## src/rtl/bin_to_bcd_seq_if.sv

```systemverilog
// bin_to_bcd_seq_if: start/busy/done handshake and result bus
// for the sequential binary-to-BCD converter.
interface bin_to_bcd_seq_if #(
  parameter int BIN_W  = 14,
  parameter int DIGITS = 4
);
  logic                  start;
  logic [BIN_W-1:0]      bin_in;
  logic                  busy;
  logic                  done;
  logic [4*DIGITS-1:0]   bcd_out;
  logic                  overflow;
  logic [DIGITS-1:0]     blank;

  modport master (
    output start, bin_in,
    input  busy, done, bcd_out, overflow, blank
  );

  modport slave (
    input  start, bin_in,
    output busy, done, bcd_out, overflow, blank
  );
endinterface

```

## src/rtl/bin_to_bcd_seq.sv

```systemverilog
// bin_to_bcd_seq: double-dabble converter, one bit per clock.
// Optional leading-zero blanking: LEADING_ZERO_BLANK_EN.
module bin_to_bcd_seq #(
  parameter int BIN_W  = 14,
  parameter int DIGITS = 4
) (
  input  logic clk,
  input  logic rst_n,
  bin_to_bcd_seq_if.slave io
);
  localparam int SW = 4 * DIGITS;
  localparam int CW = $clog2(BIN_W + 1);
  localparam logic [31:0] MAXV = 32'(10 ** DIGITS) - 32'd1;

  typedef enum logic [1:0] {
    S_IDLE,
    S_SHIFT,
    S_DONE
  } state_t;

  state_t state, state_nx;

  logic [BIN_W-1:0]    sh_q, sh_d;
  logic [SW-1:0]       scr_q, scr_d, adj;
  logic [CW-1:0]       cnt_q, cnt_d;
  logic                ovf_q, ovf_d;
  logic [SW+BIN_W-1:0] cat;

  logic [SW-1:0]       bcd_q;
  logic                ovr_q;
  logic                done_q;

  // add-3 on every scratch digit that is 5 or more
  always_comb begin
    adj = scr_q;
    for (int k = 0; k < DIGITS; k++) begin
      if (scr_q[4*k +: 4] >= 4'd5)
        adj[4*k +: 4] = scr_q[4*k +: 4] + 4'd3;
    end
  end

  // next state and next shift/scratch/counter values
  always_comb begin
    state_nx = state;
    sh_d     = sh_q;
    scr_d    = scr_q;
    cnt_d    = cnt_q;
    ovf_d    = ovf_q;
    cat      = {adj, sh_q} << 1;
    unique case (state)
      S_IDLE: begin
        if (io.start) begin
          sh_d     = io.bin_in;
          scr_d    = '0;
          ovf_d    = 32'(io.bin_in) > MAXV;
          cnt_d    = CW'(BIN_W);
          state_nx = S_SHIFT;
        end
      end
      S_SHIFT: begin
        scr_d = cat[SW+BIN_W-1:BIN_W];
        sh_d  = cat[BIN_W-1:0];
        cnt_d = cnt_q - CW'(1);
        if (cnt_q == CW'(1))
          state_nx = S_DONE;
      end
      S_DONE: begin
        state_nx = S_IDLE;
      end
      default: begin
        state_nx = S_IDLE;
      end
    endcase
  end

  // state register
  always_ff @(posedge clk or negedge rst_n) begin
    if (!rst_n) state <= S_IDLE;
    else        state <= state_nx;
  end

  // conversion datapath registers
  always_ff @(posedge clk or negedge rst_n) begin
    if (!rst_n) begin
      sh_q  <= '0;
      scr_q <= '0;
      cnt_q <= '0;
      ovf_q <= 1'b0;
    end else begin
      sh_q  <= sh_d;
      scr_q <= scr_d;
      cnt_q <= cnt_d;
      ovf_q <= ovf_d;
    end
  end

  // result registers: update only when leaving DONE
  always_ff @(posedge clk or negedge rst_n) begin
    if (!rst_n) begin
      bcd_q  <= '0;
      ovr_q  <= 1'b0;
      done_q <= 1'b0;
    end else begin
      done_q <= (state == S_DONE);
      if (state == S_DONE) begin
        bcd_q <= ovf_q ? {DIGITS{4'h9}} : scr_q;
        ovr_q <= ovf_q;
      end
    end
  end

`ifdef LEADING_ZERO_BLANK_EN
  logic [DIGITS-1:0] blank_q;

  function automatic logic [DIGITS-1:0] lz_mask(
    input logic [SW-1:0] d
  );
    logic [DIGITS-1:0] m;
    logic              z;
    m = '0;
    z = 1'b1;
    for (int k = DIGITS - 1; k >= 0; k--) begin
      z    = z & (d[4*k +: 4] == 4'd0);
      m[k] = z;
    end
    m[0] = 1'b0;
    return m;
  endfunction

  // blank mask registered alongside bcd_out
  always_ff @(posedge clk or negedge rst_n) begin
    if (!rst_n)
      blank_q <= '0;
    else if (state == S_DONE)
      blank_q <= ovf_q ? '0 : lz_mask(scr_q);
  end

  assign io.blank = blank_q;
`else
  assign io.blank = '0;
`endif

  assign io.busy     = (state != S_IDLE);
  assign io.done     = done_q;
  assign io.bcd_out  = bcd_q;
  assign io.overflow = ovr_q;
endmodule

```

## src/flat_wrapper.sv

```systemverilog
// flat-port wrapper written by rule: the top's interface ports become plain ports
module bin_to_bcd_seq_flat 
#(
  parameter int BIN_W  = 14,
  parameter int DIGITS = 4
)
  (clk, rst_n, io_start, io_bin_in, io_busy, io_done, io_bcd_out, io_overflow, io_blank);
  bin_to_bcd_seq_if #(.BIN_W(BIN_W), .DIGITS(DIGITS)) io_i ();
  input  logic clk;
  input  logic rst_n;
  input wire logic [$bits(io_i.start)-1:0] io_start;
  input wire logic [$bits(io_i.bin_in)-1:0] io_bin_in;
  output wire logic [$bits(io_i.busy)-1:0] io_busy;
  output wire logic [$bits(io_i.done)-1:0] io_done;
  output wire logic [$bits(io_i.bcd_out)-1:0] io_bcd_out;
  output wire logic [$bits(io_i.overflow)-1:0] io_overflow;
  output wire logic [$bits(io_i.blank)-1:0] io_blank;
  assign io_i.start = io_start;
  assign io_i.bin_in = io_bin_in;
  assign io_busy = io_i.busy;
  assign io_done = io_i.done;
  assign io_bcd_out = io_i.bcd_out;
  assign io_overflow = io_i.overflow;
  assign io_blank = io_i.blank;
  bin_to_bcd_seq #(.BIN_W(BIN_W), .DIGITS(DIGITS)) u_core (.clk(clk), .rst_n(rst_n), .io(io_i));
endmodule
```

## config.mk

```make
export PLATFORM = sky130hd
export DESIGN_NAME = bin_to_bcd_seq_flat
export DESIGN_NICKNAME = d
export VERILOG_FILES = /design/src/rtl/bin_to_bcd_seq_if.sv /design/src/rtl/bin_to_bcd_seq.sv /design/src/flat_wrapper.sv
export SDC_FILE = /design/constraint.sdc
export NUM_CORES = 1
export LEC_CHECK = 0
export CORE_UTILIZATION = 58
export DETAILED_ROUTE_END_ITERATION = 16
export PLACE_DENSITY_LB_ADDON = 0.05
export REMOVE_ABC_BUFFERS = 1
export SYNTH_ARGS = -nofsm -noshare
export SYNTH_HDL_FRONTEND = slang
export SYNTH_SLANG_ARGS = --single-unit
```

## constraint.sdc

```tcl
create_clock -name clk -period 3.7 [get_ports clk]
set_input_delay 0.555 -clock clk [delete_from_list [all_inputs] [get_ports clk]]
set_output_delay 0.555 -clock clk [all_outputs]
set_load 0.005 [all_outputs]
```

== Yosys cells after proc, flatten, opt, wreduce, memory -nomap -nowiden ==
Cells that the tools add are included.
Operators by class
  add/subtract/negate cells: 5
  magnitude comparators: 5
  multiplexer cells: 14
  reduce and logical (&&, ||, !) cells: 6
  equality and inequality tests: 5
Operator list (number)
  $mux 16: 2
  $pmux 16 s2: 1
  $pmux 14 s2: 1
  $ge 4x3->1 const B: 4
  $mux 4: 4
  $gt 14x14->1 const B: 1
  $mux 14: 1
  $add 4x2->4 const B: 3
  $pmux 4 s2: 1
  $reduce_and 2->1: 3
  $eq 4x1->1 const B: 1
  $mux 2: 2
  $pmux 2 s2: 1
  $reduce_bool 2->1: 2
  $sub 4x1->4 const B: 1
  $add 3x2->3 const B: 1
  $mux 3: 1
  $eq 2x1->1 const B: 1
  $eq 2x2->1 const B: 1
  $logic_not 2->1: 1
  $ne 2x1->1 const B: 1
  $ne 2x2->1 const B: 1
Word-level totals
  output and inout port bits: 23
  register bits: 55
  input bits: 17
  word-level logic and storage cells: 43

== Depth between registers and ports, before layout ==
  depth after elaboration: 3
  depth in mapped cells: 6
  depth with buffers taken out: 6

== Worst setup path before layout ==
No wires, ideal clock.
  path type: reg-to-reg
  start point: register u_core.scr_q[0]
  end point: register u_core.scr_q[2]
  data required time: 3617 ps
  path slack: 2180 ps
  buffers on the path: 0
  cell stages (with the launch flop): 7
  library setup time: 83 ps
  arrival time: 1438 ps
  path through: dfrtp_1 > inv_1 > ha_1 > nand2b_1 > a21oi_1 > mux2_2 > o21ai_0
Between the ends
  word-level cells in the longest chain between the ends: 3
  elaborated cells on any way between the ends: 4
Ends and longest elaborated chain
  start, declared: line bin_to_bcd_seq.sv:24  | logic [SW-1:0] scr_q, scr_d, adj;
  start signal, assigned: line bin_to_bcd_seq.sv:91  | scr_q <= scr_d;
  $add 4x2->4 or $ge 4x3->1 (tied branches): line bin_to_bcd_seq.sv:38, bin_to_bcd_seq.sv:37
  $mux 4 (*): line bin_to_bcd_seq.sv:37  | if (scr_q[4*k +: 4] >= 4'd5)
  $pmux 16 s2 (*): line bin_to_bcd_seq.sv:50  | unique case (state)
Every way passes the cells marked *; elsewhere a longest branch is shown, timed or not.
A chain may end at the register's enable or synchronous reset.

== Final worst setup path ==
  start point: input port io_start
  end point: register u_core.scr_q[7]
Between the ends
  word-level cells in the longest chain between the ends: 2
Ends and longest elaborated chain
  start, declared: line flat_wrapper.sv:11  | input wire logic [$bits(io_i.start)-1:0] io_start;
  $ne 2x2->1 (no source line)
  $reduce_and 2->1 (no source line)
Every way passes these cells.

==> run summary <==
YOSYS
------------------------------------------------------------------------------------
Top cells by count, synth                                               55 x sky130_fd_sc_hd__dfrtp_1, 47 x sky130_fd_sc_hd__nand2_1, 28 x sky130_fd_sc_hd__o21ai_0
Avg Inst Size Synth                                                        9.55 um^2
Synth Flop Type                                                         sky130_fd_sc_hd__dfrtp_1
Most numerous cell in the Yosys netlist                                 sky130_fd_sc_hd__dfrtp_1
Area leader, netlist                                                    sky130_fd_sc_hd__dfrtp_1
Synthesized instance count                                                       279
Cell Area, Synth                                                           2670 um^2
Share of synthesized area occupied by flip-flops and latches                   0.516
Proportion of synthesized flip-flops having asynchronous set or reset           1.00
Number of synthesized flops with an enable pin                                     0
Total of flip-flops plus latches after synthesis                                  55
Synth Warn #                                                                       0
Share of Yosys cell area claimed by the top area cell type                     0.516
Largest cells by area after synthesis                                   sky130_fd_sc_hd__dfrtp_1 52%, sky130_fd_sc_hd__nand2_1 6.6%, sky130_fd_sc_hd__o21ai_0 5.3%
Synth unique cells                                                                31

CLOCKING
------------------------------------------------------------------------------------
Depth of the CTS H-tree                                                            2
PostCTS Resize Cnt                                                                 0
Number of buffers on the longest clock path                                        2
Number of clock sinks seen by CTS                                                 55
Cts-stage hold buffer count                                                        0
Library cell used as clock root buffer                                  sky130_fd_sc_hd__clkbuf_8
Clock-pin transition on the worst setup and hold timing paths                0.09 ns
Number of clock buffers inserted by TritonCTS                                      5
Source-to-sink clock delay at the later pin of the worst-skew pair           0.31 ns
Total setup buffers inserted after CTS                                             0
TritonCTS clock tree                                                           built

WORST SETUP PATH
------------------------------------------------------------------------------------
Data arrival, critical path                                                  2.43 ns
Critical Path End Type                                                     flip-flop
Maximum fanout along the worst path                                               31
Slowest Stage Delay on Critical Path                                         0.81 ns
Kind of start point of the critical path                                   input pin
Slowest CP cell                                                         sky130_fd_sc_hd__or3b_1
Required time at the worst-slack endpoint                                    3.91 ns
Crit-path cells                                                         clkdlybuf4s50_1 -> or3b_1 -> nand2_4 -> o31ai_1 -> a32o_1
Start-to-end type of the worst setup path                               input pin to flip-flop

POWER AND IR DROP
------------------------------------------------------------------------------------
Static leakage power                                                         1.36 nW
Pwr dens                                                                 803 nW/um^2
Worst IR Drop VDD                                                             391 uV

DETAILED ROUTING
------------------------------------------------------------------------------------
First-iteration detailed-routing DRC count                                       108
Drt drc                                                                            0
Via total after detailed routing                                                1947
Number of detailed-routing iterations run before antenna repair                    4
Via count normalized by instance count                                          5.45
Post-detailed-routing wire length                                            4640 um
Remaining antenna violation count                                                  0
Routed length per instance                                                   13.0 um

GLOBAL ROUTE
------------------------------------------------------------------------------------
Global route overflow                                                              0
Via count of the first global-routing pass                                      1790
Number of antenna violations at the first check in global routing                  0
Largest net degree at the start of global routing                                 60
Global Route Usage Sum                                                         0.210
First-pass GRT wire length                                                   8050 um

DIE
------------------------------------------------------------------------------------
Number of rows in the core area                                                   24
Floorplan die area                                                         4870 um^2
Chip Height                                                                  69.8 um
I/O pin count                                                                     40
Core area                                                                  4380 um^2
Effective utilization at floorplan                                             0.608
Die boundary width                                                           69.8 um

PLACED DESIGN
------------------------------------------------------------------------------------
Setup WS pre-CTS                                                             1.13 ns
DP HPWL                                                                      3110 um
Global placement routability congestion                                        0.708
PortBufs                                                                          35
Total placed instance area                                                 2970 um^2

CELLS AND AREA
------------------------------------------------------------------------------------
Number of nets at the end of the flow                                            331
Flip-flop and latch area                                                   1380 um^2
Share of final-layout standard cells stronger than drive strength 1           0.0557
Core utilization of the finished layout                                        0.696
Layout-stage area growth over the synthesis result                             14.6%
Fillcell total                                                                   366
Area used by multi-input combinational logic                               1120 um^2
Post-route standard cell area excluding fillers                            3050 um^2
Final antenna diode count                                                          0

RUN STATUS
------------------------------------------------------------------------------------
Run status                                                              complete, no violations

TIMING
------------------------------------------------------------------------------------
Endpoints failing hold                                                             0
Worst Slack Setup Final                                                      1.48 ns
Final worst-path cycle share                                                   0.601
Final Skew                                                                0.00825 ns
Headroom to the max-slew limit                                                 0.262
Total negative slack for setup checks                                           0 ns
Top achievable clock speed                                                 0.450 GHz
Endpoints failing setup                                                            0
Unrepaired setup endpoints after global routing                                   no
Crit path time final                                                         2.22 ns
Fin. max-slew vios                                                                 0
Slew of the pin with the lowest slew margin                                  1.11 ns

HOLD PATH
------------------------------------------------------------------------------------
Path type of the worst min-delay path                                   input pin to async pin

RUN
------------------------------------------------------------------------------------
Max Cap Viol                                                                       0

==> layout by cell type, fill, tap and decap left out, drive strengths merged <==
master	count
or2	1
o31ai	12
clkdlybuf4s50	34
clkinv	1
and3	1
nand2b	10
ha	10
clkbuf	7
nor2b	1
nor2	22
o311ai	1
inv	12
nand3	15
a31oi	12
xor2	3
a21oi	5
dfrtp	55
or3b	1
xnor2	5
a22oi	1
buf	3
nor3b	1
a32o	4
and2	1
conb	4
mux2	5
nor4	2
nand2	48
o21ai	28
==> through the flow <==
step	hold WS [ns]	total power, mW	cells
6_report	0.358	2.45	357
3_3_place_gp	0.459	2.10	349
4_1_cts	0.384	2.48	357
2_1_floorplan	0.259	1.76	260
3_5_place_dp	0.465	2.16	349
5_1_grt	0.428	2.67	357
==> power by group <==
part           total [mW]  internal, mW  switching (mW)
combinational        1.07         0.523           0.542
clock               0.323         0.133           0.189
sequential           1.06         0.859           0.202
total                2.45          1.52           0.934
==> final cells by class <==
cell class | count | area share
Clock buffer | 7 | 0.0250
Tap cell | 52 | 0.0213
Multi-Input combinational cell | 193 | 0.368
Clock inverter | 1 | 0.00164
Sequential cell | 55 | 0.451
Inverter | 12 | 0.0148
Timing Repair Buffer | 37 | 0.118
==> worst max-delay path: cells and delay by family <==
kind,cells,cell delay (ns)
buffers and inverters,1,0.47
AOI/OAI and AO/OA,2,0.36
and+or+nand+nor,2,1.05
==> flip-flops by register name, summed over array words and instances (netlist names) <==
register / flops
u_core.cnt_q: 4
u_core.io.bcd_out: 16
u_core.io.done: 1
u_core.io.overflow: 1
u_core.ovf_q: 1
u_core.scr_q: 16
u_core.sh_q: 14
u_core.state: 2
==> layer usage <==
metal	GRT usage	vias to the layer above	wire [um]
li1	-	990	-
met1	0.256	911	2100
met2	0.357	39	2290
met5	0	-	0
met3	0.0494	7	165
met4	0.0867	0	91
==> worst paths after layout <==
path | start | to | slack, ns | depth (start not counted)
max | io_start | u_core.scr_q[7] | 1.48 | 5
min | rst_n | u_core.io.overflow | 0.36 | 1
max reg2reg | u_core.state[1] | u_core.scr_q[7] | 1.73 | 4
min reg2reg | u_core.io.bcd_out[7] | u_core.io.bcd_out[7] | 0.48 | 2
max in group asynchronous | rst_n | u_core.io.bcd_out[10] | 2.60 | 2
min in group clk | u_core.io.bcd_out[7] | u_core.io.bcd_out[7] | 0.48 | 2
==> cells by family (layout without fill, tap and decap cells) <==
kind of cell    Yosys count  in the layout  share of synthesized area
compound gates           63             63                      0.145
xor+xnor                  8              8                     0.0263
fa+ha+maj                10             10                     0.0469
buf+inv                  34             57                     0.0667
flops                    55             55                      0.516
mux                       5              5                     0.0211
other cells               1              4                    0.00141
simple gates            103            103                      0.176
(Power assumes the default switching activity.)
